## config.mk

```make
export PLATFORM = sky130hd
export DESIGN_NAME = scan_mux
export DESIGN_NICKNAME = d
export VERILOG_FILES = /design/src/rtl/scan_mux_pkg.sv /design/src/rtl/scan_slot_timer.sv /design/src/rtl/scan_mux.sv
export SDC_FILE = /design/constraint.sdc
export NUM_CORES = 1
export LEC_CHECK = 0
export CAP_MARGIN = 25
export CORE_ASPECT_RATIO = 1.75
export CORE_MARGIN = 2
export CORE_UTILIZATION = 57
export CTS_CLUSTER_DIAMETER = 200
export DETAILED_ROUTE_END_ITERATION = 8
export PLACE_DENSITY = 0.92
export REMOVE_ABC_BUFFERS = 1
export SYNTH_ARGS = -nofsm -noshare
export SYNTH_HDL_FRONTEND = slang
export SYNTH_SLANG_ARGS = --single-unit
```

## constraint.sdc

```tcl
create_clock -name clk -period 8.4 [get_ports clk]
set_input_delay 2.1 -clock clk [delete_from_list [all_inputs] [get_ports clk]]
set_output_delay 2.1 -clock clk [all_outputs]
set_load 0.02 [all_outputs]
```

## src/rtl/scan_mux_pkg.sv

```systemverilog
// Shared types and channel-search helpers for the scan multiplexer.
// State encoding plus circular and lowest-set-bit search over the enable mask.
package scan_mux_pkg;

  localparam int MAX_CH = 32;
  localparam int IDX_W  = 5;

  typedef enum logic [1:0] {
    IDLE  = 2'd0,
    BLANK = 2'd1,
    DRIVE = 2'd2
  } state_t;

  typedef struct packed {
    logic             found;
    logic [IDX_W-1:0] idx;
  } pick_t;

  // First set bit strictly after idx, wrapping; k==n lands back on idx,
  // so a lone enabled channel reselects itself.
  function automatic pick_t next_enabled(
    input logic [MAX_CH-1:0] mask,
    input int                idx,
    input int                n
  );
    pick_t p;
    int    j;
    p = '0;
    for (int k = MAX_CH; k >= 1; k--) begin
      if (k <= n) begin
        j = idx + k;
        if (j >= n) j = j - n;
        if (mask[IDX_W'(j)]) begin
          p.found = 1'b1;
          p.idx   = IDX_W'(j);
        end
      end
    end
    return p;
  endfunction

  function automatic pick_t lowest_enabled(
    input logic [MAX_CH-1:0] mask,
    input int                n
  );
    pick_t p;
    p = '0;
    for (int k = MAX_CH - 1; k >= 0; k--) begin
      if (k < n && mask[IDX_W'(k)]) begin
        p.found = 1'b1;
        p.idx   = IDX_W'(k);
      end
    end
    return p;
  endfunction

endpackage

```

## src/rtl/scan_slot_timer.sv

```systemverilog
// Loadable down-counter timing both blanking gaps and drive slots.
// Ports: clk, rst, load/load_val, run, hold -> cnt, tc (last cycle).
module scan_slot_timer #(
  parameter int CW = 4
) (
  input  logic          clk,
  input  logic          rst,
  input  logic          load,
  input  logic [CW-1:0] load_val,
  input  logic          run,
  input  logic          hold,
  output logic [CW-1:0] cnt,
  output logic          tc
);

  // Load wins over hold so an abort can restart timing while frozen.
  always_ff @(posedge clk or posedge rst) begin
    if (rst) begin
      cnt <= '0;
    end else if (load) begin
      cnt <= load_val;
    end else if (run && !hold && cnt != '0) begin
      cnt <= cnt - CW'(1);
    end
  end

  assign tc = (cnt <= CW'(1));

endmodule

```

## src/rtl/scan_mux.sv

```systemverilog
// Round-robin N-channel display scanner with per-slot blanking.
// Ports: clk, rst, data_in, en_mask, hold -> data_out, sel_onehot, sel_idx, slot_strobe.
module scan_mux
  import scan_mux_pkg::*;
#(
  parameter int N_CH         = 4,
  parameter int WIDTH        = 4,
  parameter int SLOT_CYCLES  = 5000,
  parameter int BLANK_CYCLES = 2
) (
  input  logic                     clk,
  input  logic                     rst,
  input  logic [N_CH*WIDTH-1:0]    data_in,
  input  logic [N_CH-1:0]          en_mask,
  input  logic                     hold,
  output logic [WIDTH-1:0]         data_out,
  output logic [N_CH-1:0]          sel_onehot,
  output logic [$clog2(N_CH)-1:0]  sel_idx,
  output logic                     slot_strobe
);

  localparam int IW   = $clog2(N_CH);
  localparam int TMAX =
    (SLOT_CYCLES > BLANK_CYCLES) ? SLOT_CYCLES : BLANK_CYCLES;
  localparam int CW   = $clog2(TMAX + 1);

  state_t            state_q;
  state_t            state_d;
  logic [IW-1:0]     sel_d;
  logic [WIDTH-1:0]  dout_d;
  logic [N_CH-1:0]   oh_d;
  logic              strobe_d;

  logic              t_load;
  logic [CW-1:0]     t_val;
  logic              t_run;
  logic [CW-1:0]     cnt;
  logic              tc;

  pick_t             nxt;
  pick_t             low;
  logic              cur_on;
  logic              go;
  logic [IW-1:0]     tgt;
  logic              unused_idx;

  assign nxt    = next_enabled(MAX_CH'(en_mask), int'(sel_idx), N_CH);
  assign low    = lowest_enabled(MAX_CH'(en_mask), N_CH);
  assign cur_on = en_mask[sel_idx];
  assign t_run  = (state_q != IDLE);

  assign unused_idx = ^{low.idx, nxt.idx};

  scan_slot_timer #(
    .CW(CW)
  ) u_timer (
    .clk     (clk),
    .rst     (rst),
    .load    (t_load),
    .load_val(t_val),
    .run     (t_run),
    .hold    (hold),
    .cnt     (cnt),
    .tc      (tc)
  );

  always_comb begin
    state_d  = state_q;
    sel_d    = sel_idx;
    dout_d   = data_out;
    oh_d     = sel_onehot;
    strobe_d = 1'b0;
    t_load   = 1'b0;
    t_val    = '0;
    go       = 1'b0;
    tgt      = sel_idx;

    unique case (state_q)
      IDLE: begin
        if (!hold && low.found) begin
          go  = 1'b1;
          tgt = IW'(low.idx);
        end
      end
      BLANK: begin
        if (!hold && tc) begin
          state_d  = DRIVE;
          t_load   = 1'b1;
          t_val    = CW'(SLOT_CYCLES);
          dout_d   = data_in[int'(sel_idx)*WIDTH +: WIDTH];
          oh_d     = N_CH'(1) << sel_idx;
          strobe_d = (SLOT_CYCLES == 1);
        end
      end
      DRIVE: begin
        // A cleared current bit aborts even under hold; a normal
        // slot end waits for hold to drop.
        if (!cur_on || (!hold && tc)) begin
          if (nxt.found) begin
            go  = 1'b1;
            tgt = IW'(nxt.idx);
          end else begin
            state_d = IDLE;
            sel_d   = '0;
            dout_d  = '0;
            oh_d    = '0;
            t_load  = 1'b1;
            t_val   = '0;
          end
        end else if (!hold) begin
          strobe_d = (cnt == CW'(2));
        end
      end
      default: begin
        state_d = IDLE;
      end
    endcase

    if (go) begin
      sel_d  = tgt;
      t_load = 1'b1;
      if (BLANK_CYCLES > 0) begin
        state_d = BLANK;
        t_val   = CW'(BLANK_CYCLES);
        dout_d  = '0;
        oh_d    = '0;
      end else begin
        state_d  = DRIVE;
        t_val    = CW'(SLOT_CYCLES);
        dout_d   = data_in[int'(tgt)*WIDTH +: WIDTH];
        oh_d     = N_CH'(1) << tgt;
        strobe_d = (SLOT_CYCLES == 1);
      end
    end
  end

  always_ff @(posedge clk or posedge rst) begin
    if (rst) begin
      state_q     <= IDLE;
      sel_idx     <= '0;
      data_out    <= '0;
      sel_onehot  <= '0;
      slot_strobe <= 1'b0;
    end else begin
      state_q     <= state_d;
      sel_idx     <= sel_d;
      data_out    <= dout_d;
      sel_onehot  <= oh_d;
      slot_strobe <= strobe_d;
    end
  end

endmodule

```

# Yosys cells after proc, flatten, opt, wreduce, memory -nomap -nowiden
# Cells that the tools add are included.
[totals]
ff_bits = 26
output_inout_bits = 11
word_cells = 118
[op_classes]
n_addsub = 9
magnitude_cmp = 10
n_eq_ne = 11
shifts = 2
muxes = 62
n_reduce_logical = 18
[ops]
columns = ["operator", "n"]
rows = [
  ["2-to-1 mux 13 bit", 5],
  ["2-to-1 mux 6 bit", 8],
  ["< comparator 5 x 7 -> 1 bit (second input constant)", 4],
  ["2-to-1 mux 4 bit", 6],
  ["binary-select mux 1 bit (select 5 bit)", 4],
  ["2-to-1 mux 5 bit", 4],
  ["2-to-1 mux 1 bit", 19],
  ["2-to-1 mux 2 bit", 9],
  ["one-hot mux 4 bit (2 select lines)", 2],
  ["indexed part select 16 x 5 -> 4 bit", 1],
  ["inequality test 3 bit (second input constant)", 5],
  ["equality test 13 x 2 -> 1 bit (second input constant)", 1],
  ["less-or-equal comparator 13 x 1 -> 1 bit (second input constant)", 1],
  ["nonzero test 13 bit", 1],
  ["subtractor 13 x 1 -> 13 bit (second input constant)", 1],
  ["subtractor 3 x 3 -> 4 bit (second input constant)", 3],
  ["nonzero test 2 bit", 5],
  ["greater-or-equal comparator 3 bit (second input constant)", 3],
  ["AND reduction 4 bit", 2],
  ["AND reduction 7 bit", 1],
  ["adder 2 x 2 -> 3 bit (second input constant)", 2],
  ["one-hot mux 2 bit (3 select lines)", 1],
  ["subtractor 4 x 3 -> 5 bit (second input constant)", 1],
  ["adder 2 x 3 -> 4 bit (second input constant)", 1],
  ["other kinds (16)", 22],
]

# Logic depth before layout (Yosys ltp)
[logic_depth]
depth_word = 15
ltp_mapped = 13
mapped_depth_nobuf = 9

# Modules after synthesis
# Synthesis repeated with hierarchy kept, for this count alone.
[hier_totals]
hier_cells = 227
area_unflattened_um2 = 2102.0
[modules_own_cells]
columns = ["mod", "n_inst", "cells_per_inst", "area_each_um2", "seq_area_each_um2"]
rows = [
  ["scan_mux", 1, 125, 1194.9, 325.3],
  ["scan_slot_timer", 1, 102, 907.1, 325.3],
]

# Least setup slack after synthesis
# No wires, ideal clock.
[synth_timing]
kind = "input-to-reg"
from = "input en_mask[3]"
to = "register data_out[0]"
setup_time_ns = 0.121
arrival_time_ns = 3.820
required_ns = 8.279
slack_ns = 4.459
cell_stages = 7
cell_sequence = "mux4_2 nor3_2 a21bo_2 a211oi_2 or2_1 buf_2 a22o_1"
[synth_via]
elab_chain_len = 12
elab_cells_between_ends = 35
[synth_rtl]
columns = ["item", "line_no", "text"]
rows = [
  ["from (decl)", "scan_mux.sv:14", "input logic [N_CH-1:0] en_mask,"],
  ["binary-select mux 1 bit (select 5 bit)", "scan_mux_pkg.sv:33", "if (mask[IDX_W'(j)]) begin"],
  ["2-to-1 mux 1 bit (not written as such) (2 in a row)", "scan_mux_pkg.sv:33", ""],
  ["2-to-1 mux 6 bit (4 in a row)", "scan_mux_pkg.sv:33", ""],
  ["2-to-1 mux 1 bit", "scan_mux.sv:99", "if (nxt.found) begin"],
  ["2-to-1 mux 1 bit", "scan_mux.sv:98", "if (!cur_on || (!hold && tc)) begin"],
  ["one-hot mux 1 bit (2 select lines)", "scan_mux.sv:78", "unique case (state_q)"],
  ["inequality test 3 bit (no line) / nonzero test 3 bit (equally long branches)", "--", ""],
  ["AND reduction 4 bit (no line)", "--", ""],
  ["to (signal assigned)", "scan_mux.sv:147", "data_out <= dout_d;"],
  ["to (decl)", "scan_mux.sv:16", "output logic [WIDTH-1:0] data_out,"],
]
# Several ways; a longest one is shown, not always the timed one. The select of a mux whose other input is x is not followed.
# A chain may end at the register's enable or synchronous reset.

# Final worst setup path
[layout_timing]
from = "input en_mask[0]"
to = "register u_timer.cnt[12]"
[layout_via]
elab_chain_len = 12
elab_cells_between_ends = 33
[layout_rtl]
columns = ["item", "line_no", "text"]
rows = [
  ["binary-select mux 1 bit (select 5 bit)", "scan_mux_pkg.sv:33", ""],
  ["2-to-1 mux 1 bit (not written as such) (2 in a row)", "scan_mux_pkg.sv:33", ""],
  ["2-to-1 mux 6 bit (4 in a row)", "scan_mux_pkg.sv:33", ""],
  ["2-to-1 mux 1 bit", "scan_mux.sv:99", ""],
  ["2-to-1 mux 1 bit", "scan_mux.sv:98", ""],
  ["one-hot mux 1 bit (2 select lines)", "scan_mux.sv:78", ""],
  ["2-to-1 mux 13 bit / 2-to-1 mux 1 bit (equally long branches)", "scan_mux.sv:119", "if (go) begin"],
  ["2-to-1 mux 13 bit / nonzero test 2 bit (equally long branches)", "--", ""],
  ["to (signal assigned)", "scan_slot_timer.sv:21", "cnt <= load_val;"],
  ["to (signal assigned)", "scan_slot_timer.sv:23", "cnt <= cnt - CW'(1);"],
  ["to (decl)", "scan_slot_timer.sv:12", "output logic [CW-1:0] cnt,"],
]
# Several ways; a longest one is shown, not always the timed one. The select of a mux whose other input is x is not followed.

==> flow_metrics.env <==
export IMPL_start_kind="input pin"
export IMPL_synth_edf_count=0
export IMPL_rows=28
export IMPL_outcome="complete, no violations"
export IMPL_tightest_slew_ns=0.9138
export IMPL_post_route_min_period_ns=4.482
export IMPL_cts_setup_buffers=0
export IMPL_setup_tns_ns=0
export IMPL_wl_per_cell_um=17.45
export IMPL_seq_area_um2=650.6
export IMPL_ctsHoldBuffers=0
export IMPL_gr_total_overflow=0
export IMPL_placedCellCount=274
export IMPL_die_area_um2=3946
export IMPL_num_vias=1727
export IMPL_max_stage_delay_ns=0.52
export IMPL_layout_commonest_cell="clkdlybuf4s50_1"
export IMPL_r2r_slack_ns=4.65
export IMPL_finalWorstSetupSlack_ns=3.918
export IMPL_peakVddDrop_mv=0.2066
export IMPL_synth_top_family_by_area="compound AO/OA/AOI/OAI gates"
export IMPL_synth_compound_area_share_pct=20.98
export IMPL_drv_cap=0
export IMPL_fmax_ghz=0.2231
export IMPL_postSynth_asyncResetShare_pct=100.0
export IMPL_fin_crit_sh_pct=53.35
export IMPL_worstPathArrival_ns=4.66
export IMPL_drive_above_1_share_pct=11.11
export IMPL_io_pins=34
export IMPL_end_kind="register"
export IMPL_slew_violations=0
export IMPL_cts_max_path_buffers=2
export IMPL_power_leakage_uw=0.001001
export IMPL_syn_inst=203
export IMPL_r2r_cells=9
export IMPL_multiInputGateArea_um2=1229
export IMPL_firstDrtPassIters=4
export IMPL_yosysSeqAreaShare_pct=33.16
export IMPL_track_usage_pct=26.26
export IMPL_yosysTopAreaCellShare_pct=33.16
export IMPL_dpl_hpwl_um=3772
export IMPL_layout_cells_non_filler=279
export IMPL_setup_viol=0
export IMPL_hold_depth=1
export IMPL_ys_ff_latch=26
export IMPL_routed_via_density=6.190
export IMPL_routed_wl_um=4869
export IMPL_cts_buffers=3
export IMPL_finalWeightedCongestion=0.9233
export IMPL_crit_chain="clkdlybuf4s50_1 -> mux2_2 -> a22oi_1 -> nor2b_1 -> a21oi_4 -> nor3_2 -> a21oi_1 -> a311oi_1"
export IMPL_die_w_um=48.35
export IMPL_path_max_fanout=8
export IMPL_grt_antenna_before_repair=0
export IMPL_yosys_top_cells_area="dfrtp_1 (33%), ha_1 (8.3%), mux4_2 (5.7%)"
export IMPL_clk_pin_slew_ns=0.09
export IMPL_htree_num_levels=1
export IMPL_most_common_layout_cells="clkdlybuf4s50_1 (33), dfrtp_1 (26), nor2_1 (18)"
export IMPL_ys_warn_count=0
export IMPL_final_fill_count=245
export IMPL_drtIter0Drc=82
export IMPL_avgSynthCellArea_um2=9.664
export IMPL_synth_flop_cell="dfrtp_1"
export IMPL_synth_area_mux_share_pct=10.52
export IMPL_syn_area_um2=1962
export IMPL_worstPathRequired_ns=8.58
export IMPL_num_antenna_cells=0
export IMPL_place_ws_ns=3.693
export IMPL_drtAntennaViolNets=0
export IMPL_cts_tree="done"
export IMPL_max_slew_margin_pct=38.61
export IMPL_clock_latency_ns=0.28
export IMPL_first_global_vias=1710
export IMPL_critPathKind="in -> reg"
export IMPL_power_density_nw_per_um2=304.8
export IMPL_hold_viol_final=0
export IMPL_synth_xor_area_share_pct=3.125
export IMPL_io_buffer_count=33
export IMPL_yosys_area_share_adder_pct=8.291
export IMPL_coreArea_um2=3328
export IMPL_remaining_drc_errors=0
export IMPL_ctsResizeCount=0
export IMPL_syn_to_final_growth_pct=23.02
export IMPL_grt_max_degree=27
export IMPL_die_h_um=81.61
export IMPL_total_power_uw=735.6
export IMPL_yosysTopAreaCell="dfrtp_1"
export IMPL_rsz0062_at_grt="false"
export IMPL_start_util_pct=58.95
export IMPL_fin_skew_ns=0.003708
export IMPL_cp_slowest_cell="clkdlybuf4s50_1"
export IMPL_grt_pass1_wl_um=7990
export IMPL_yosysUniqueCellTypes=54
export IMPL_synth_simple_gate_area_share_pct=19.71
export IMPL_clockRootBuffer="clkbuf_8"
export IMPL_cts_num_sinks=26
export IMPL_min_path_type="reg -> reg"
export IMPL_final_nets=271
[power breakdown]
part / switching [uW] / leakage (uW) / total [uW] / internal (uW)
Clock: 41.8 / 0.0000357 / 106 / 63.9
Sequential: 48.2 / 0.000351 / 208 / 160
Combinational: 244 / 0.000615 / 422 / 178
[final timing paths]
path	start	to
worst max-delay path	en_mask[0]	u_timer.cnt[12]
worst max register to register	sel_idx[0]	u_timer.cnt[12]
min in group asynchronous	rst	data_out[1]
worst min register to register	data_out[1]	data_out[1]
max in group asynchronous	rst	sel_idx[0]
worst min-delay path	data_out[1]	data_out[1]
[state kept, by name (all words and copies together) (netlist names)]
name         count
u_timer.cnt     13
data_out         4
slot_strobe      1
sel_onehot       4
sel_idx          2
state_q          2
[routing by layer]
| layer | track usage, % | up-vias | wire, um |
|---|---|---|---|
| li1 | - | 817 | - |
| met2 | 51.81 | 53 | 2742 |
| met1 | 28.29 | 840 | 1821 |
| met3 | 0.7273 | 17 | 116 |
| met4 | 14.29 | 0 | 188 |
| met5 | 0 | - | 0 |
[area by class of cell]
cell class,count,area share [%]
clock buffers,3,1.711
clock inverters,1,1.244
inverters,13,2.022
multi-input cells,157,50.91
flip-flops and latches,26,26.96
well taps,45,2.333
repair buffers,34,14.83
[critical path: cells and delay by family]
family | cells | cell delay [ns]
simple gates | 2 | 0.91
mux | 1 | 0.32
compound gates | 4 | 0.82
buf+inv | 1 | 0.52
[Yosys cell counts (4+ instances only)]
cell and number:
nand2_1 10, nor2_1 18, inv_1 13, nor4_1 4, xnor2_1 5, nand3_1 6
nor2b_1 4, nor3_1 10, a22o_1 8, mux2i_1 6, mux4_2 5, o21ai_0 5
a21oi_1 8, dfrtp_1 26, ha_1 13, a211oi_1 4
[logic make-up after synthesis]
| logic type | Yosys count |
|---|---|
| mux | 14 |
| compound gates | 51 |
| buf+inv | 20 |
| simple gates | 72 |
| flops | 26 |
| xor+xnor | 7 |
| fa+ha+maj | 13 |
[stage by stage]
step | utilization, % | instance area (um^2) | hold slack, ns
after floorplan | - | 1928 | 0.4751
after global placement | 69.55 | 2315 | 0.4883
after detailed placement | 69.55 | 2315 | 0.4912
after CTS | 71.69 | 2386 | 0.5168
after global routing | 72.52 | 2414 | 0.5319
final | 72.52 | 2414 | 0.5131
Power figures use the tool's default switching activity.
